[src/rtl/enum_seq_pkg.sv]
// ============================================================================
// enum_seq_pkg - mode member list, opcodes and lookup helpers (ENUM_SEQ_NAME_EN)
// Revision 1.0
// ============================================================================
`default_nettype none

package enum_seq_pkg;

    typedef enum int {
        M_A = 32'h0000_0001,
        M_B = 32'h0000_0040,
        M_C = 32'h0000_0800,
        M_D = 32'h0000_f00d
    } mode_t;

    typedef enum logic [1:0] {
        OP_NEXT = 2'd0,
        OP_PREV = 2'd1,
        OP_LOAD = 2'd2,
        OP_NOP  = 2'd3
    } op_t;

    localparam int NMEMBERS = 4;
    localparam int IDX_W    = 2;

    function automatic logic [IDX_W-1:0] mode_to_idx(input logic [31:0] v);
        logic [IDX_W-1:0] r;
        r = '0;
        case (v)
            32'(M_A): r = 2'd0;
            32'(M_B): r = 2'd1;
            32'(M_C): r = 2'd2;
            32'(M_D): r = 2'd3;
            default:  r = 2'd0;
        endcase
        return r;
    endfunction

    function automatic logic [31:0] idx_to_mode(input logic [IDX_W-1:0] i);
        logic [31:0] r;
        r = 32'(M_A);
        case (i)
            2'd0:    r = 32'(M_A);
            2'd1:    r = 32'(M_B);
            2'd2:    r = 32'(M_C);
            default: r = 32'(M_D);
        endcase
        return r;
    endfunction

    function automatic logic mode_is_member(input logic [31:0] v);
        return (v == 32'(M_A)) || (v == 32'(M_B)) ||
               (v == 32'(M_C)) || (v == 32'(M_D));
    endfunction

`ifdef ENUM_SEQ_NAME_EN
    // Right-aligned ASCII, zero-padded; non-members map to the empty name.
    function automatic logic [63:0] mode_to_name(input logic [31:0] v);
        logic [63:0] r;
        r = 64'h0;
        case (v)
            32'(M_A): r = 64'h0000_0000_004d_5f41;
            32'(M_B): r = 64'h0000_0000_004d_5f42;
            32'(M_C): r = 64'h0000_0000_004d_5f43;
            32'(M_D): r = 64'h0000_0000_004d_5f44;
            default:  r = 64'h0;
        endcase
        return r;
    endfunction
`endif

endpackage

`default_nettype wire

[src/rtl/enum_seq_rr_arb.sv]
// ============================================================================
// enum_seq_rr_arb - round-robin arbiter with owner lock, registered one-hot gnt
// Revision 1.0
// ============================================================================
`default_nettype none

module enum_seq_rr_arb #(
    parameter int NREQ  = 2,
    parameter int SEL_W = (NREQ > 1) ? $clog2(NREQ) : 1
) (
    input  logic             clk,
    input  logic             rst_n,
    input  logic [NREQ-1:0]  req,
    input  logic [NREQ-1:0]  lock,
    output logic [NREQ-1:0]  gnt,
    output logic [SEL_W-1:0] owner
);

    typedef enum logic [1:0] {
        ST_IDLE   = 2'd0,
        ST_GRANT  = 2'd1,
        ST_LOCKED = 2'd2
    } arb_state_t;

    arb_state_t       state_q;
    logic [NREQ-1:0]  gnt_q;
    logic [SEL_W-1:0] owner_q;
    logic [SEL_W-1:0] ptr_q;

    logic             win_vld;
    logic [SEL_W-1:0] win_idx;
    logic [SEL_W-1:0] cand;
    logic [NREQ-1:0]  win_onehot;
    logic [SEL_W-1:0] win_ptr_d;

    // Search starts at the pointer, which sits just past the last winner.
    always_comb begin
        win_vld = 1'b0;
        win_idx = ptr_q;
        cand    = '0;
        for (int k = 0; k < NREQ; k++) begin
            cand = SEL_W'((int'(ptr_q) + k) % NREQ);
            if (!win_vld && req[cand]) begin
                win_vld = 1'b1;
                win_idx = cand;
            end
        end
        win_onehot = NREQ'(1) << win_idx;
        win_ptr_d  = SEL_W'((int'(win_idx) + 1) % NREQ);
    end

    always_ff @(posedge clk or negedge rst_n) begin
        if (!rst_n) begin
            state_q <= ST_IDLE;
            gnt_q   <= '0;
            owner_q <= '0;
            ptr_q   <= '0;
        end else begin
            case (state_q)
                ST_GRANT, ST_LOCKED: begin
                    if (lock[owner_q]) begin
                        state_q <= ST_LOCKED;
                    end else if (win_vld) begin
                        state_q <= ST_GRANT;
                        gnt_q   <= win_onehot;
                        owner_q <= win_idx;
                        ptr_q   <= win_ptr_d;
                    end else begin
                        state_q <= ST_IDLE;
                        gnt_q   <= '0;
                    end
                end
                default: begin
                    if (win_vld) begin
                        state_q <= ST_GRANT;
                        gnt_q   <= win_onehot;
                        owner_q <= win_idx;
                        ptr_q   <= win_ptr_d;
                    end else begin
                        state_q <= ST_IDLE;
                        gnt_q   <= '0;
                    end
                end
            endcase
        end
    end

    assign gnt   = gnt_q;
    assign owner = owner_q;

endmodule

`default_nettype wire

[src/rtl/enum_mode_sequencer.sv]
// ============================================================================
// enum_mode_sequencer - arbitrated shared mode register (ENUM_SEQ_NAME_EN adds mode_name)
// Revision 1.0
// ============================================================================
`default_nettype none

module enum_mode_sequencer
    import enum_seq_pkg::*;
#(
    parameter int NREQ     = 2,
    parameter int STRIDE_W = 2
) (
    input  logic                           clk,
    input  logic                           rst_n,
    input  logic [NREQ-1:0]                req,
    input  logic [NREQ-1:0][1:0]           op,
    input  logic [NREQ-1:0][STRIDE_W-1:0]  stride,
    input  logic [NREQ-1:0][31:0]          ld_val,
    input  logic [NREQ-1:0]                lock,
    output logic [NREQ-1:0]                gnt,
    output logic [NREQ-1:0]                ack,
    output logic [31:0]                    mode,
    output logic [IDX_W-1:0]               mode_idx,
    output logic                           mode_vld,
    output logic                           err
`ifdef ENUM_SEQ_NAME_EN
   ,output logic [63:0]                    mode_name
`endif
);

    localparam int SEL_W = (NREQ > 1) ? $clog2(NREQ) : 1;

    logic [NREQ-1:0]     arb_gnt;
    logic [SEL_W-1:0]    owner;

    enum_seq_rr_arb #(
        .NREQ  (NREQ),
        .SEL_W (SEL_W)
    ) u_arb (
        .clk   (clk),
        .rst_n (rst_n),
        .req   (req),
        .lock  (lock),
        .gnt   (arb_gnt),
        .owner (owner)
    );

    logic [31:0]         mode_q,  mode_d;
    logic [IDX_W-1:0]    idx_q,   idx_d;
    logic                vld_q,   vld_d;
    logic [NREQ-1:0]     ack_q,   ack_d;
    logic                err_q,   err_d;

    logic                fire;
    op_t                 cur_op;
    logic [STRIDE_W-1:0] cur_stride;
    logic [31:0]         cur_val;
    logic [IDX_W-1:0]    step;

    // An op is taken only if its requester is still asserting req under gnt.
    assign fire       = |(arb_gnt & req);
    assign cur_op     = op_t'(op[owner]);
    assign cur_stride = stride[owner];
    assign cur_val    = ld_val[owner];
    assign step       = IDX_W'(((cur_stride == '0) ? 1 : int'(cur_stride)) % NMEMBERS);

    // NMEMBERS equals 2**IDX_W, so index wrap is plain modular add/subtract.
    always_comb begin
        mode_d = mode_q;
        idx_d  = idx_q;
        vld_d  = vld_q;
        ack_d  = '0;
        err_d  = 1'b0;
        if (fire) begin
            ack_d = arb_gnt;
            case (cur_op)
                OP_NEXT, OP_PREV: begin
                    if (!vld_q) begin
                        idx_d = '0;
                    end else if (cur_op == OP_NEXT) begin
                        idx_d = idx_q + step;
                    end else begin
                        idx_d = idx_q - step;
                    end
                    mode_d = idx_to_mode(idx_d);
                    vld_d  = 1'b1;
                end
                OP_LOAD: begin
                    mode_d = cur_val;
                    vld_d  = mode_is_member(cur_val);
                    idx_d  = mode_to_idx(cur_val);
                    err_d  = !mode_is_member(cur_val);
                end
                default: begin
                end
            endcase
        end
    end

    always_ff @(posedge clk or negedge rst_n) begin
        if (!rst_n) begin
            mode_q <= 32'(M_A);
            idx_q  <= '0;
            vld_q  <= 1'b1;
            ack_q  <= '0;
            err_q  <= 1'b0;
        end else begin
            mode_q <= mode_d;
            idx_q  <= idx_d;
            vld_q  <= vld_d;
            ack_q  <= ack_d;
            err_q  <= err_d;
        end
    end

`ifdef ENUM_SEQ_NAME_EN
    logic [63:0] name_q;

    always_ff @(posedge clk or negedge rst_n) begin
        if (!rst_n) begin
            name_q <= mode_to_name(32'(M_A));
        end else begin
            name_q <= mode_to_name(mode_d);
        end
    end

    assign mode_name = name_q;
`endif

    assign gnt      = arb_gnt;
    assign ack      = ack_q;
    assign mode     = mode_q;
    assign mode_idx = idx_q;
    assign mode_vld = vld_q;
    assign err      = err_q;

endmodule

`default_nettype wire

[config.mk]
export PLATFORM = sky130hd
export DESIGN_NAME = enum_mode_sequencer
export DESIGN_NICKNAME = d
export VERILOG_FILES = /design/src/rtl/enum_seq_pkg.sv /design/src/rtl/enum_seq_rr_arb.sv /design/src/rtl/enum_mode_sequencer.sv
export SDC_FILE = /design/constraint.sdc
export NUM_CORES = 1
export LEC_CHECK = 0
export BUFFER_PORTS_ARGS = -buffer_cell sky130_fd_sc_hd__buf_2
export CAP_MARGIN = 15
export CORE_AREA = 2 2 72 80
export DETAILED_ROUTE_END_ITERATION = 12
export DIE_AREA = 0 0 74 82
export PLACE_DENSITY = 0.84
export SLEW_MARGIN = 20
export SYNTH_ARGS = -nofsm -noshare
export SYNTH_HDL_FRONTEND = slang
export SYNTH_HIERARCHICAL = 1
export SYNTH_SLANG_ARGS = --single-unit
[constraint.sdc]
create_clock -name clk -period 4.6 [get_ports clk]
set_input_delay 0.23 -clock clk [delete_from_list [all_inputs] [get_ports clk]]
set_output_delay 0.23 -clock clk [all_outputs]
set_load 0.01 [all_outputs]
==> Word-level counts from Yosys, hierarchy flattened <==
Cells that the tools add are included.
{ "word_totals": {"register_bits": 44, "inputBits": 78, "out_inout_bits": 40, "elab_cells": 83} }
{ "op_classes": {"addsub": 4, "n_lt_le_gt_ge": 3, "n_eq_ne": 11, "shifts": 1, "n_mux": 40, "bitwise_logic": 1, "n_reduce_logical": 14} }
{ "op_table": {"columns": ["op", "n"], "rows": [
  ["$mux W32", 2],
  ["$pmux W32 S2", 1],
  ["$pmux W16 S3", 1],
  ["$eq A32 B1 Y1 const B", 1],
  ["$eq A32 B12 Y1 const B", 1],
  ["$eq A32 B16 Y1 const B", 1],
  ["$eq A32 B7 Y1 const B", 1],
  ["$mux W2", 15],
  ["$mux W1", 18],
  ["$eq A2 B1 Y1 const B", 3],
  ["$eq A2 B2 Y1 const B", 3],
  ["$logic_not A2 Y1", 3],
  ["$lt A1 B2 Y1 const B", 3],
  ["$pmux W2 S3", 1],
  ["$reduce_or A2 Y1", 3],
  ["$pmux W2 S2", 1],
  ["$logic_or A1 B1 Y1", 3],
  ["$add A1 B1 Y1 const B", 2],
  ["$add A2 B2 Y2", 1],
  ["$and A2 B2 Y2", 1],
  ["$logic_not A1 Y1", 2],
  ["$ne A2 B2 Y1 const B", 1],
  ["$pmux W1 S2", 1],
  ["$reduce_and A2 Y1", 1],
  ["4 further kinds", 4]
]} }

==> Longest topological paths before layout <==
Gate-level depths: netlist (run 1).
{ "depth": {"word_depth": 12, "ltp_mapped": 13, "depth_no_buf": 12} }

==> Hierarchy <==
Netlist (run 1), hierarchy kept.
{ "by_module_without_submodules": {"columns": ["module", "n_inst", "cells_per_inst", "area_each_um2", "seq_area_each_um2"], "rows": [
  ["enum_mode_sequencer", 1, 239, 2324.7, 953.4],
  ["enum_seq_rr_arb", 1, 22, 271.5, 150.1]
]} }

==> Least setup slack after synthesis (run 1) <==
OpenSTA, ideal clock, no wires.
{ "synth_timing": {"path_kind": "register to register", "from": "register u_arb.owner_q (netlist: u_arb/owner)", "to": "register mode_q[0] (netlist: mode[0])", "setup_time_ns": 0.079, "arrival_ns": 2.303, "t_required_ns": 4.521, "slack_ns": 2.218, "path_stages_with_launch": 14, "n_path_buf": 1, "period_less_slack_ns": 2.382, "path_cell_list": "dfrtp_1 -> buf_6 -> mux2i_1 -> nand2b_1 -> ha_1 -> xnor2_1 -> nand2_1 -> or3_1 -> and2_1 -> inv_1 -> ha_1 -> nand2_1 -> o21ai_1 -> a22o_1"} }
{ "synth_via": {"elab_chain_cells": 12, "word_cells_on_any_way": 25, "classes_between": "add/sub: 2; eq/ne: 4; mux: 13; reduce/logical: 6"} }
{ "synth_lines": {"columns": ["item", "line_no", "rtl"], "rows": [
  ["start: declaration", "enum_seq_rr_arb.sv:27", "logic [SEL_W-1:0] owner_q;"],
  ["start signal: assignment", "enum_seq_rr_arb.sv:66", "owner_q <= win_idx;"],
  ["start signal: assignment", "enum_seq_rr_arb.sv:77", "owner_q <= win_idx;"],
  ["$mux W2 (not written as such) (2 in a row)", "enum_mode_sequencer.sv:63", "assign cur_stride = stride[owner];"],
  ["$logic_not A2 Y1", "enum_mode_sequencer.sv:65", "assign step = IDX_W'(((cur_stride == '0) ? 1 : int'(cur_stride)) % NMEMBERS);"],
  ["$mux W2", "enum_mode_sequencer.sv:65", null],
  ["$sub A2 B2 Y2 / $add A2 B2 Y2 (equally long branches)", "enum_mode_sequencer.sv:83, enum_mode_sequencer.sv:81", null],
  ["$mux W2", "enum_mode_sequencer.sv:80", "end else if (cur_op == OP_NEXT) begin"],
  ["$mux W2", "enum_mode_sequencer.sv:78", "if (!vld_q) begin"],
  ["$mux W2", "enum_mode_sequencer.sv:76", "case (cur_op)"],
  ["$mux W2", "enum_mode_sequencer.sv:74", "if (fire) begin"],
  ["$eq A2 B2 Y1, or another cell as far along", "enum_seq_pkg.sv:42", "case (i)"],
  ["$pmux W16 S3", "enum_seq_pkg.sv:42", null],
  ["$pmux W32 S2", "enum_mode_sequencer.sv:76", null],
  ["end signal: assignment", "enum_mode_sequencer.sv:102", "mode_q <= 32'(M_A);"],
  ["end signal: assignment", "enum_mode_sequencer.sv:108", "mode_q <= mode_d;"],
  ["end: declaration", "enum_mode_sequencer.sv:48", "logic [31:0] mode_q, mode_d;"]
]} }
Several ways; a longest one is shown, not always the timed one. The select of a mux whose other input is x is not followed.
A chain may end at the register's enable or synchronous reset.

==> Worst setup path after layout (run 1) <==
{ "layout_timing": {"from": "register u_arb.owner_q (netlist: u_arb/owner)", "to": "register mode_q[3] (netlist: mode[3])"} }
The elaborated chain is that of the path after synthesis.

==> results of run 1 <==
-- metrics by stage --
step                      setup WS (ps)  hold WS, ps
after detailed placement           1792        433.3
after global placement             1867        422.1
final                              1765        72.28
after floorplan                    2218       -65.59
after global routing               1559        143.4
after CTS                          1769        104.1
-- synthesized netlist by cell type, drive strengths merged (2+ instances only) --
cell	count
and2	4
ha	4
clkbuf	5
nand4	3
and3	2
dfrtp	42
a21oi	6
xnor2	2
nor3	2
xor2	2
buf	10
nor4	11
dfstp	2
nor2	7
a22o	10
nand2	32
o21ai	42
nor4b	2
inv	5
mux2i	39
nand2b	2
nand3	5
a211oi	2
nor2b	3
-- power by group through the flow --
stage	combinational, mW	clock, mW	sequential (mW)
after floorplan	0.656	0	0.745
after global placement	0.995	0	0.678
after detailed placement	1.02	0	0.684
after CTS	1.03	0.307	0.677
after global routing	1.13	0.329	0.695
final	1.02	0.301	0.676
-- sequential cells by signal (all words and copies together), names as in the netlist --
| name | cells |
|---|---|
| mode_idx | 2 |
| u_arb/ptr_q | 1 |
| u_arb/gnt | 2 |
| mode_vld | 1 |
| ack | 2 |
| u_arb/state_q | 2 |
| err | 1 |
| mode | 32 |
| u_arb/owner | 1 |
-- per-layer routing --
metal	up-vias	track usage (%)	part of all wire, %	wire [microns]
li1	1180	-	-	-
met1	1180	28.82	42	2844
met2	97	37.23	49	3262
met3	13	4.540	6.4	429
met4	0	8.364	2.4	158
met5	-	0	0	0
-- logic make-up after synthesis --
family,count (synthesis)
adder cells (fa/ha/maj),4
AND/OR/NAND/NOR,80
AO/OA/AOI/OAI,69
XOR/XNOR,4
multiplexers,40
buffers and inverters,20
flip-flops,44
-- worst paths after layout --
| kind | startpoint | endpoint | slack, ps | cells after the start |
|---|---|---|---|---|
| worst max-delay path | u_arb/owner | mode[3] | 1770 | 10 |
| worst min-delay path | rst_n | mode[19] | 70 | 1 |
| worst max register to register | u_arb/owner | mode[3] | 1770 | 10 |
| worst min register to register | mode[29] | mode[29] | 480 | 2 |
| max in group asynchronous | rst_n | u_arb/owner | 3900 | 1 |
| min in group clk | req[1] | u_arb/state_q[0] | 210 | 3 |
-- worst max-delay path, delay by kind of cell, from the launching register on --
family                     cells  cell delay (ps)
muxes                          1              420
and+or+nand+nor                3              700
buffers and inverters          2              680
adders and majority gates      1              140
AOI/OAI and AO/OA              3              410
DFF                            1              420
-- area by class of cell --
type | count | area, sq um | area share (%)
Clock buffer | 5 | 68.82 | 2.076
Clock inverter | 3 | 46.29 | 1.397
Inverter | 5 | 18.77 | 0.5663
Multi-Input combinational cell | 197 | 1381 | 41.68
Sequential cell | 44 | 1105 | 33.33
Tap cell | 75 | 93.84 | 2.831
Timing Repair Buffer | 119 | 600.6 | 18.12
==> metrics.md, run 1 <==
| Metric | Value |
|---|---|
| Synth Area in Adders | under 10% |
| Htree depth | 2 |
| Mean Syn Cell Area | 9.947 sq um |
| Max Freq | 352.8 MHz |
| Die width | 74 microns |
| Pin count of the biggest net entering global routing | 53 |
| Pleak | approximately 1.7 nW |
| Total Power | 1.996 mW |
| Worst slew pin tran | 935.0 ps |
| CP max-delay cell | buf_4 |
| Sequential power share | about a third |
| Slew margin rel. | a little under two fifths |
| Number of synthesized flops with an enable pin | 0 |
| DP Cell Count | 440 |
| DRC | 0 |
| Seq/Total Area, Yosys | between 40% and 50% |
| Post-Syn Area | 2596 sq um |
| Core Region | between 5000 and 6000 sq um |
| Post-synthesis compound-gate area fraction | between 10% and 20% |
| Max-cap violations | 0 |
| Final Instance Count excl. Fillers | approximately 450 |
| IO Port Bufs | approximately 120 |
| Final nets | between 400 and 500 |
| Xor/xnor cell area share of the yosys netlist | under 10% |
| Initial Utilization | approximately half |
| Crit path DAT | around 3100 ps |
| TritonCTS buffer count | 5 |
| Clock Power Share | 15.1% |
| GR Util All Layers | ~22% |
| Final wirelength | ~6.7 mm |
| CP endpoint kind | flip-flop |
| Commonest non-fill, non-tap cell in the layout | buf_2 |
| Sw frac | between 40% and 50% |
| Comb power frac | a little over 50% |
| ANT nets after route | 0 |
| Finished Cell Area | ~3300 sq um |
| Post-CTS sizing | 0 |
| DP Wirelength | roughly 5.1 mm |
| Setup Fix Bufs, Post-CTS | 0 |
| Clk root buf | clkbuf_8 |
| Top FF cell, synth | dfrtp_1 |
| First-pass GRT wire length | just over 10 mm |
| GR Overflow Total | 0 |
| Max incr delay on CP | 610 ps |
| Period utilization | between 60 and 70% |
| Outcome | finished, final reports clean |
| Simple-Gate Fraction of Synth Area | between 10% and 20% |
| Max Slew Vio Count | 0 |
| Area Growth Syn to Fin | 27.66% |
| Initial antenna violation count | 0 |
| Avg Vias per Cell | about 5.5 |
| Synth area leaders | dfrtp_1 40%, mux2i_1 14%, o21ai_0 7.7% |
| Yosys cell types | slightly above 50 |
| Synth Warn # | 6 |
| Min Tclk post-route | between 2000 and 3000 ps |
| RSZ-0062 raised after global routing | no |
| Final hold violations | 0 |
| Setup TNS | 0 ps |
| Clock sinks | 44 |
| WP data required | around 4800 ps |
| # hold bufs at CTS | 0 |
| Post-synthesis mux area share | ~16% |
| PwrDens | 602.3 nW/um^2 |
| Final core utilization | a little over three fifths |
| CP Cell Sequence | buf_4 > mux2i_4 > a211oi_2 > or3_1 > and2_1 > inv_1 > ha_1 > nand2_1 > o21ai_0 > a22o_1 |
| Worst hold path type | in -> async |
| Maximum vdd drop | between 0.0004 and 0.0005 V |
| Switching power | approximately 820 uW |
| CTS tree | built |
| Layout Skew | between 7 and 8 ps |
| Asr flop ratio synth | 100.0% |
| # rows | 28 |
| Critical path fanouts, max | 52 |
| Die height | between 80 and 90 microns |
| Cell accounting for the most synthesized area | dfrtp_1 |
| Clock latency on the worst-skew pair | approximately 300 ps |
| Post-synth top area share | 40.48% |
| Critical path class | reg -> reg |
| Final setup violation count | 0 |
| CTS clk-pin slew, worst paths | 80 ps |
| Largest family of logic cells by synthesized area | simple AND/OR/NAND/NOR gates |
| Yosys reg bits | 44 |
| Detailed Routing Iterations Pass 1 | 4 |
| Drt wl/cell | between 10 and 15 microns |
| Setup crit start kind | flip-flop |
| Post-Syn Nets | around 340 |
| Gpl congestion | between 0.8 and 0.9 |
| Most frequent cells in the layout | 117 x buf_2, 41 x dfrtp_1, 39 x o21ai_0 |
| Die Area | 6068 sq um |
| Placed inst area | approximately 3200 sq um |
| Clk buf depth | 2 |
| Diode count | 0 |
| # fillers | around 470 |
| Vias after detailed routing | between 2000 and 2500 |
| Share of layout cells above drive strength 1 | 37.53% |
| I/O pin count | between 100 and 150 |
| Vias in the first global route | 2276 |
| Iter 0 DRT Violations | between 100 and 150 |
| Int Power | ~1.2 mW |
| Syn Inst Count | roughly 260 |
(Power assumes the default switching activity.)
==> run 2, diff against run 1 <==
--- a/config.mk
+++ b/config.mk
@@ -7,10 +7,10 @@
 export LEC_CHECK = 0
 export BUFFER_PORTS_ARGS = -buffer_cell sky130_fd_sc_hd__buf_2
 export CAP_MARGIN = 15
-export CORE_AREA = 2 2 72 80
+export CORE_AREA = 2 2 74 83
 export DETAILED_ROUTE_END_ITERATION = 12
-export DIE_AREA = 0 0 74 82
-export PLACE_DENSITY = 0.84
+export DIE_AREA = 0 0 76 85
+export PLACE_DENSITY = 0.79
 export SLEW_MARGIN = 20
 export SYNTH_ARGS = -nofsm -noshare
 export SYNTH_HDL_FRONTEND = slang
==> constraint.sdc (replaced) <==
create_clock -name clk -period 2.67 [get_ports clk]
set_input_delay 0.1335 -clock clk [delete_from_list [all_inputs] [get_ports clk]]
set_output_delay 0.1335 -clock clk [all_outputs]
set_load 0.01 [all_outputs]
==> metrics.md, run 2 (same netlist as run 1, synthesis figures left out) <==
| Metric | Value |
|---|---|
| Max-cap violations | 0 (unchanged) |
| Initial antenna violation count | 0 (unchanged) |
| CP endpoint kind | flip-flop (unchanged) |
| Worst hold path type | in -> reg (was in -> async) |
| DRC | 0 (unchanged) |
| Detailed Routing Iterations Pass 1 | 4 (unchanged) |
| Share of layout cells above drive strength 1 | 38.62% (was 37.53%) |
| CTS clk-pin slew, worst paths | 80 ps (about the same) |
| Worst slew pin tran | 688.9 ps (was 935.0 ps) |
| ANT nets after route | 0 (unchanged) |
| Fin Hold WS | 97.37 ps (was 72.28 ps) |
| Avg Vias per Cell | 5.385 (was 5.513) |
| Final nets | 459 (was 454) |
| PwrDens | 1022 nW/um^2 (was 602.3 nW/um^2) |
| Core Region | 5624 sq um (was 5290 sq um) |
| Die width | 76 microns (was 74 microns) |
| CTS tree | built (unchanged) |
| Hold depth | 3 |
| GR Util All Layers | 21.76% (was 22.43%) |
| Critical path class | reg -> reg (unchanged) |
| Slew margin rel. | 54.07% (was 37.66%) |
| Most frequent cells in the layout | 116 x buf_2, 41 x dfrtp_1, 39 x o21ai_0 (was 117 x buf_2, 41 x dfrtp_1, 39 x o21ai_0) |
| Final setup violation count | 0 (unchanged) |
| Clk buf depth | 2 (unchanged) |
| Drt wl/cell | 14.97 microns (was 14.94 microns) |
| DP Wirelength | 5.232 mm (was 5.132 mm) |
| Layout Skew | 10.08 ps (was 7.478 ps) |
| Pin count of the biggest net entering global routing | 45 (was 53) |
| DP Cell Count | 446 (was 440) |
| Gpl congestion | 0.9028 (was 0.8732) |
| I/O pin count | 118 (unchanged) |
| Final wirelength | 6.813 mm (was 6.694 mm) |
| Final Instance Count excl. Fillers | 455 (was 448) |
| # rows | 29 (was 28) |
| Pleak | 1.738 nW (was 1.716 nW) |
| Max Freq | 412.6 MHz (was 352.8 MHz) |
| Max Slew Vio Count | 0 (unchanged) |
| Clock sinks | 44 (unchanged) |
| TritonCTS buffer count | 5 (unchanged) |
| Htree depth | 2 (unchanged) |
| WP data required | 2890 ps (was 4840 ps) |
| Setup Fix Bufs, Post-CTS | 0 (unchanged) |
| Vias after detailed routing | 2450 (was 2470) |
| Outcome | finished, final reports clean (unchanged) |
| Number of flip-flops in the largest register | 32 (unchanged) |
| Min Tclk post-route | 2424 ps (was 2835 ps) |
| Vias in the first global route | 2330 (was 2276) |
| Initial Utilization | 46.16% (was 49.08%) |
| Die height | 85 microns (was 82 microns) |
| Cells on worst reg2reg path | 12 (was 10) |
| Period utilization | 90.77% (was 61.62%) |
| Commonest non-fill, non-tap cell in the layout | buf_2 (unchanged) |
| Area Growth Syn to Fin | 29.40% (was 27.66%) |
| Final hold violations | 0 (unchanged) |
| IO Port Bufs | 117 (unchanged) |
| Diode count | 0 (unchanged) |
| RSZ-0062 raised after global routing | no (unchanged) |
| Critical path fanouts, max | 4 (was 52) |
| Maximum vdd drop | 0.0005572 V (was 0.0004430 V) |
| Setup TNS | 0 ps (unchanged) |
| Total Power | 3.434 mW (was 1.996 mW) |
| Die Area | 6460 sq um (was 6068 sq um) |
| Setup crit start kind | flip-flop (unchanged) |
| Clock latency on the worst-skew pair | 290 ps (was 300 ps) |
| First-pass GRT wire length | 11.48 mm (was 10.39 mm) |
| GR Overflow Total | 0 (unchanged) |
| Crit path DAT | 2640 ps (was 3070 ps) |
| Iter 0 DRT Violations | 151 (was 147) |
| Clk root buf | clkbuf_8 (unchanged) |
run 2: cell types whose count changed in the layout (fill, tap and decap cells not counted), moves of 2 or more:
cell	previous run	this run
mux2i_2	2	4
buf_4	2	7
mux2i_1	36	34
clkbuf_8	5	7
run 2: cell type report:
type | instances | area [sq um]
clock buffers | 8 | 100.1
fillers | 491 | 2265
inverters | 5 | 18.77
multi-input cells | 197 | 1396
flip-flops and latches | 44 | 1105
well taps | 77 | 96.34
repair buffers | 124 | 643.1
run 2: final timing paths:
kind                                  start                to  slack [ps]
worst max-delay path            u_arb/owner           mode[0]         250
worst min-delay path                 req[0]  u_arb/state_q[0]         100
worst max register to register  u_arb/owner           mode[0]         250
worst min register to register     mode[22]          mode[22]         480
max in group asynchronous             rst_n       u_arb/owner        1900
min in group asynchronous             rst_n       mode_idx[1]         380
run 2: critical path, stage by stage, from the launching register on:
cell	delay, ps
dfrtp_2	430
mux2i_2	280
nand2b_1	80
ha_1	220
xnor2_2	160
nand2_1	70
or3_1	320
and2_1	180
inv_1	80
ha_1	230
nand2_1	60
o21ai_1	60
a22o_1	190
run 2: power by group:
group / total [mW] / leakage (nW) / switching [mW] / internal [mW]
sequential: 1.16 / 0.568 / 0.186 / 0.978
clock: 0.450 / 0.0515 / 0.214 / 0.236
combinational: 1.82 / 1.12 / 1.01 / 0.813
total: 3.43 / 1.74 / 1.41 / 2.03
run 2: routing by layer:
layer  GRT usage [%]  vias to the layer above  share of wire, %
li1                -                     1191                 -
met1           28.92                     1165                44
met2           37.42                       84                49
met3           3.617                       10               5.6
met4           5.620                        0               1.3
met5               0                        -                 0
run 2: repair_timing:
action                     CTS  global route
resized for setup            0             3
hold endpoints to repair     0            42
setup endpoints to repair    0             4
hold buffers                 0             1
run 2: per-stage QoR:
stage / worst slack, ps / util (%) / cell area [sq um]
2_1_floorplan: 287.6 / - / 2596
3_3_place_gp: 392.5 / 57.46 / 3232
3_5_place_dp: 283.2 / 57.46 / 3232
4_1_cts: 265.9 / 59.24 / 3332
5_1_grt: 28.45 / 59.73 / 3359
6_report: 246.5 / 59.73 / 3359
